## src/rtl/ro_fm_pkg.sv

```systemverilog
// Shared types and default constants for the ring-oscillator frequency meter.
// Optional build macro used by ro_freq_meter: RO_FM_CONTINUOUS_EN.
package ro_fm_pkg;

    localparam int DEF_WINDOW      = 1000;
    localparam int DEF_SETTLE      = 4;
    localparam int DEF_CNT_W       = 16;
    localparam int DEF_SYNC_STAGES = 2;

    typedef enum logic [1:0] {
        ST_IDLE    = 2'd0,
        ST_SETTLE  = 2'd1,
        ST_MEASURE = 2'd2,
        ST_DONE    = 2'd3
    } fm_state_t;

    // Larger of two elaboration-time integers (used to size the shared timer).
    function automatic int max2(input int a, input int b);
        return (a > b) ? a : b;
    endfunction

endpackage

```

## src/rtl/ro_freq_meter_pulse_sync_edge.sv

```systemverilog
// Multi-flop synchroniser for the asynchronous oscillator pulse, followed by a
// rising-edge detector. rise is high for one clk cycle per synchronised 0->1.
module pulse_sync_edge
    import ro_fm_pkg::*;
#(
    parameter int SYNC_STAGES = DEF_SYNC_STAGES
) (
    input  logic clk,
    input  logic rst,
    input  logic async_in,
    output logic sync_out,
    output logic rise
);

    logic [SYNC_STAGES-1:0] sync_q;
    logic                   sync_d;

    // Shift the async input through the synchroniser and keep the previous
    // synchronised value for edge detection.
    always_ff @(posedge clk) begin
        if (rst) begin
            sync_q <= '0;
            sync_d <= 1'b0;
        end else begin
            sync_q <= {sync_q[SYNC_STAGES-2:0], async_in};
            sync_d <= sync_q[SYNC_STAGES-1];
        end
    end

    assign sync_out = sync_q[SYNC_STAGES-1];
    assign rise     = sync_out & ~sync_d;

endmodule

```

## src/rtl/ro_freq_meter.sv

```systemverilog
// Ring-oscillator frequency meter: holds the oscillator in init while idle,
// releases it, waits SETTLE cycles, then counts synchronised rising edges over
// WINDOW clk cycles and reports a saturating count with a one-cycle done strobe.
// f_ro = count * f_clk / WINDOW; inputs at or above f_clk/2 alias.
//
// Handshake: start is level-sampled only in IDLE; busy is high from the cycle
// after acceptance until the return to IDLE; done is a single-cycle strobe and
// count/ovf are valid from that cycle until the next done or reset.
//
// Build macro RO_FM_CONTINUOUS_EN: when defined, start high in DONE restarts
// MEASURE directly with the oscillator still running. ro_init is registered, so
// its value during DONE is decided from start in the final MEASURE cycle.
module ro_freq_meter
    import ro_fm_pkg::*;
#(
    parameter int WINDOW      = DEF_WINDOW,
    parameter int SETTLE      = DEF_SETTLE,
    parameter int CNT_W       = DEF_CNT_W,
    parameter int SYNC_STAGES = DEF_SYNC_STAGES
) (
    input  logic             clk,
    input  logic             rst,
    input  logic             start,
    input  logic             ro_pulse,
    output logic             ro_init,
    output logic             busy,
    output logic             done,
    output logic [CNT_W-1:0] count,
    output logic             ovf,
    output fm_state_t        dbg_state,
    output logic             dbg_sync
);

    localparam int TIMER_W = $clog2(max2(WINDOW, SETTLE) + 1);
    localparam logic [TIMER_W-1:0] SETTLE_LOAD = TIMER_W'(SETTLE - 1);
    localparam logic [TIMER_W-1:0] WINDOW_LOAD = TIMER_W'(WINDOW - 1);

    fm_state_t          state;
    logic [TIMER_W-1:0] timer;
    logic [CNT_W-1:0]   edge_cnt;
    logic               edge_ovf;
    logic               edge_rise;
    logic               cont_go;
    logic [CNT_W-1:0]   cnt_next;
    logic               ovf_next;

    pulse_sync_edge #(
        .SYNC_STAGES(SYNC_STAGES)
    ) u_sync (
        .clk     (clk),
        .rst     (rst),
        .async_in(ro_pulse),
        .sync_out(dbg_sync),
        .rise    (edge_rise)
    );

`ifdef RO_FM_CONTINUOUS_EN
    assign cont_go = start;
`else
    assign cont_go = 1'b0;
`endif

    // Saturating edge counter value and sticky overflow if this cycle is counted.
    always_comb begin
        cnt_next = edge_cnt;
        ovf_next = edge_ovf;
        if (edge_rise) begin
            if (&edge_cnt) ovf_next = 1'b1;
            else           cnt_next = edge_cnt + CNT_W'(1);
        end
    end

    // Measurement FSM with registered oscillator control, status and results.
    always_ff @(posedge clk) begin
        if (rst) begin
            state    <= ST_IDLE;
            timer    <= '0;
            edge_cnt <= '0;
            edge_ovf <= 1'b0;
            ro_init  <= 1'b1;
            busy     <= 1'b0;
            done     <= 1'b0;
            count    <= '0;
            ovf      <= 1'b0;
        end else begin
            done <= 1'b0;
            case (state)
                ST_IDLE: begin
                    if (start) begin
                        state   <= ST_SETTLE;
                        timer   <= SETTLE_LOAD;
                        ro_init <= 1'b0;
                        busy    <= 1'b1;
                    end
                end
                ST_SETTLE: begin
                    // Edges seen here (including the last settle cycle) are dropped.
                    if (timer == '0) begin
                        state    <= ST_MEASURE;
                        timer    <= WINDOW_LOAD;
                        edge_cnt <= '0;
                        edge_ovf <= 1'b0;
                    end else begin
                        timer <= timer - TIMER_W'(1);
                    end
                end
                ST_MEASURE: begin
                    edge_cnt <= cnt_next;
                    edge_ovf <= ovf_next;
                    if (timer == '0) begin
                        // Final window cycle: its edge is included in the result.
                        state   <= ST_DONE;
                        done    <= 1'b1;
                        count   <= cnt_next;
                        ovf     <= ovf_next;
                        ro_init <= ~cont_go;
                    end else begin
                        timer <= timer - TIMER_W'(1);
                    end
                end
                ST_DONE: begin
                    if (cont_go) begin
                        state    <= ST_MEASURE;
                        timer    <= WINDOW_LOAD;
                        edge_cnt <= '0;
                        edge_ovf <= 1'b0;
                        ro_init  <= 1'b0;
                    end else begin
                        state   <= ST_IDLE;
                        ro_init <= 1'b1;
                        busy    <= 1'b0;
                    end
                end
                default: begin
                    state   <= ST_IDLE;
                    ro_init <= 1'b1;
                    busy    <= 1'b0;
                end
            endcase
        end
    end

    assign dbg_state = state;

endmodule

```

## config.mk

```make
export PLATFORM = sky130hd
export DESIGN_NAME = ro_freq_meter
export DESIGN_NICKNAME = d
export VERILOG_FILES = /design/src/rtl/ro_fm_pkg.sv /design/src/rtl/ro_freq_meter_pulse_sync_edge.sv /design/src/rtl/ro_freq_meter.sv
export SDC_FILE = /design/constraint.sdc
export NUM_CORES = 1
export LEC_CHECK = 0
export CAP_MARGIN = 20
export CORE_MARGIN = 3
export CORE_UTILIZATION = 61
export CTS_CLUSTER_SIZE = 10
export DETAILED_ROUTE_END_ITERATION = 10
export PLACE_DENSITY = 0.92
export SLEW_MARGIN = 40
export SYNTH_ARGS = -nofsm -noshare
export SYNTH_HDL_FRONTEND = slang
export SYNTH_SLANG_ARGS = --single-unit
```

## constraint.sdc

```tcl
create_clock -name clk -period 3.02 [get_ports clk]
set_clock_uncertainty 0.15 [all_clocks]
set_input_delay 0.755 -clock clk [delete_from_list [all_inputs] [get_ports clk]]
set_output_delay 0.755 -clock clk [all_outputs]
set_load 0.05 [all_outputs]
```

==> metrics.txt <==
number of levels in the clock H-tree=2; post-detailed-route DRC marker count=0; routed via count divided by cell count=6.29; Final #Nets=385; Crit Path Category=flop to flop; share of the cycle needed by the critical path after routing=0.845; sequential share of power=0.319; maximum frequency from static timing analysis=0.392 GHz; FP Rows=23; number of search-and-repair iterations in the first detailed-routing pass=5; maximum net fanout on the critical path=8; final setup violating endpoints=0; Resized Gates After CTS=0; first-pass GRT wire length=11.3 mm; FF-to-FF Start=timer[0]; Critical Path Start Type=flop; sequential share of the synthesized area=0.373; clock tree root driver cell=clkbuf_8; result of the run=finished, final reports clean; most common cell after layout, fill and taps aside=dfxtp_1; #FFs+latches synth=52; worst max-slew margin expressed relative to the limit=0.460; initial DRC count=286; GRT met3 Usage=0.0588; fraction of the core area covered by cells at the end of the flow=0.761; antenna violations before repair=0; total internal power=1.48 mW; Ys Warns=0; Die Y-Extent=73.6 um; clock share of power=0.153; number of antenna-violating nets in the routed design=0; Critical path origin=timer[0]; share of the synthesized area in the top cell type=0.373; number of sinks on the clock net=52; source-to-sink clock delay at the later pin of the worst-skew pair=0.31 ns; type of destination of the critical path=flop; clock slew at the register clock pins of the worst setup and hold paths=0.10 ns; post-synthesis instance total=350; GRT Util Overall=0.266; TritonCTS buffer count=5; placed wire-length estimate after detailed placement=4.91 mm; arrival time of the worst setup path=2.65 ns; vias in the first global route=2389; Cell Pwr Density=867 mW/mm2; pin count of the biggest net entering global routing=43; GR Layer Usage met1=0.387; Core Region=0.00420 mm2; floorplan die area=0.00542 mm2; met2 Track Usage GR=0.381; Clock Tree Buf Depth=2; antenna cell count=0; hold buffer count at CTS=0; final WL=6.74 mm; total negative slack=0 ns; top-level I/O count=27; TritonCTS clock tree=done; library cells used by synthesis=48; placer congestion estimate=0.920; Final Hold Fails=0; Maximum Capacitance Violations=0; Net Switching=1.29 mW; post-layout total power=2.77 mW; worst hold path type=flop to flop; cell area after synthesis=0.00279 mm2; DR vias=2672; final max-slew violation count=0; worst supply voltage drop on vdd=0.000884 V; combinational power share=0.527; number of buffers added on ports=26; sum of overflow across all layers after global routing=0; P&R area growth vs syn=14.6%; Avg Inst Size Synth=7.98 um2; most congested layer reported by global routing=met1; required time at the worst-slack endpoint=3.12 ns; overall die width=73.6 um; actual transition at the worst max-transition pin=0.807 ns; post-synthesis cell type with the largest combined area=dfxtp_1; total leakage power=1.07 nW; setup repair after global routing missed its margin=false; per-cell routed wire length=15.9 um; most frequent cells in the layout=52 x dfxtp_1, 46 x nor2_1, 31 x a21oi_1, 26 x clkdlybuf4s50_1, 25 x o21ai_0; fraction of final layout cells with drive strength greater than 1=0.0667; minimum clock period after layout=2.55 ns; smallest hold slack=0.306 ns; top cells by area, synth=dfxtp_1 37%, nor2_1 6.2%, a21oi_1 5.6%, o21ai_0 4.5%, a211oi_1 4.3%; net switching fraction of the power=0.466; Starting Density=0.664; net count after synthesis=361; setup fix buffers added after clock tree synthesis=0; hold wc startpoint=u_sync.sync_q[0]
==> per-layer routing <==
layer,wire length (um),vias to the layer above
li1,-,1320
met1,3340,1233
met2,2860,104
met3,404,15
met4,136,0
met5,0,-
==> final cells by class <==
type	instances	area, um2
Clock buffer	6	82.6
Clock inverter	2	15.0
Fill cell	332	1000
Inverter	12	45.0
Multi-Input combinational cell	268	1620
Sequential cell	52	1040
Tap cell	50	62.6
Timing Repair Buffer	35	328
==> cell usage after synthesis, drive strengths merged <==
master and count:
dfxtp 52, nor2 46, a21oi 31, o21ai 26
nand2 20, a211oi 16, nand3 13, inv 12
nor3 11, clkbuf 10, nand4 9, buf 8
a31oi 7, ha 7, xnor2 7, mux2i 6
nand2b 6, nor2b 6, nor4 6, nand3b 5
or3 5, or4 5, and3 4, xor2 4
o211ai 3, o31a 3, a21o 2, o2111ai 2
o22ai 2, o32ai 2, or2 2, or3b 2
a211o 1, a22oi 1, and4 1, nand4b 1
nor3b 1, o21a 1, o21bai 1, o22a 1
o31ai 1, o41ai 1
==> worst max-delay path, stage by stage, from the launching register on <==
cell	delay [ns]
dfxtp_1	0.35
inv_1	0.10
ha_1	0.18
nor3b_1	0.41
a31oi_1	0.38
buf_4	0.29
or4_1	0.46
a31oi_1	0.16
==> power groups by stage <==
stage | sequential, mW | clock, mW | combinational [mW]
2_1_floorplan | 1.10 | 0 | 0.848
3_3_place_gp | 0.893 | 0 | 1.41
3_5_place_dp | 0.899 | 0 | 1.43
4_1_cts | 0.883 | 0.428 | 1.44
5_1_grt | 0.901 | 0.466 | 1.58
6_report | 0.886 | 0.425 | 1.46
==> worst paths after layout <==
path | slack (ns) | to | cells after the start
max | 0.47 | edge_cnt[8] | 7
min | 0.31 | u_sync.sync_q[1] | 1
max reg2reg | 0.47 | edge_cnt[8] | 7
min reg2reg | 0.31 | u_sync.sync_q[1] | 1
==> flip-flops by register name, summed over array words and instances, names as in the netlist <==
register,count
u_sync.sync_d,1
timer,10
done,1
ro_init,1
count,16
busy,1
edge_ovf,1
u_sync.sync_q,2
dbg_state,2
edge_cnt,16
ovf,1
==> logic make-up after synthesis <==
logic type / synth area share
xor gates and xnor gates: 0.0345
muxes: 0.0215
and+or+nand+nor: 0.273
adders and majority gates: 0.0314
AOI/OAI and AO/OA: 0.221
buffers and inverters: 0.0453
DFF: 0.373
==> through the flow <==
| step | setup WS, ns | std cells | cell area (um2) |
|---|---|---|---|
| final | 0.467 | 425 | 3200 |
| after global placement | 0.496 | 417 | 3100 |
| after floorplan | 0.641 | 350 | 2790 |
| after CTS | 0.538 | 425 | 3200 |
| after detailed placement | 0.518 | 417 | 3100 |
| after global routing | 0.331 | 425 | 3200 |
Note: power is estimated with default switching activity, not from simulation.
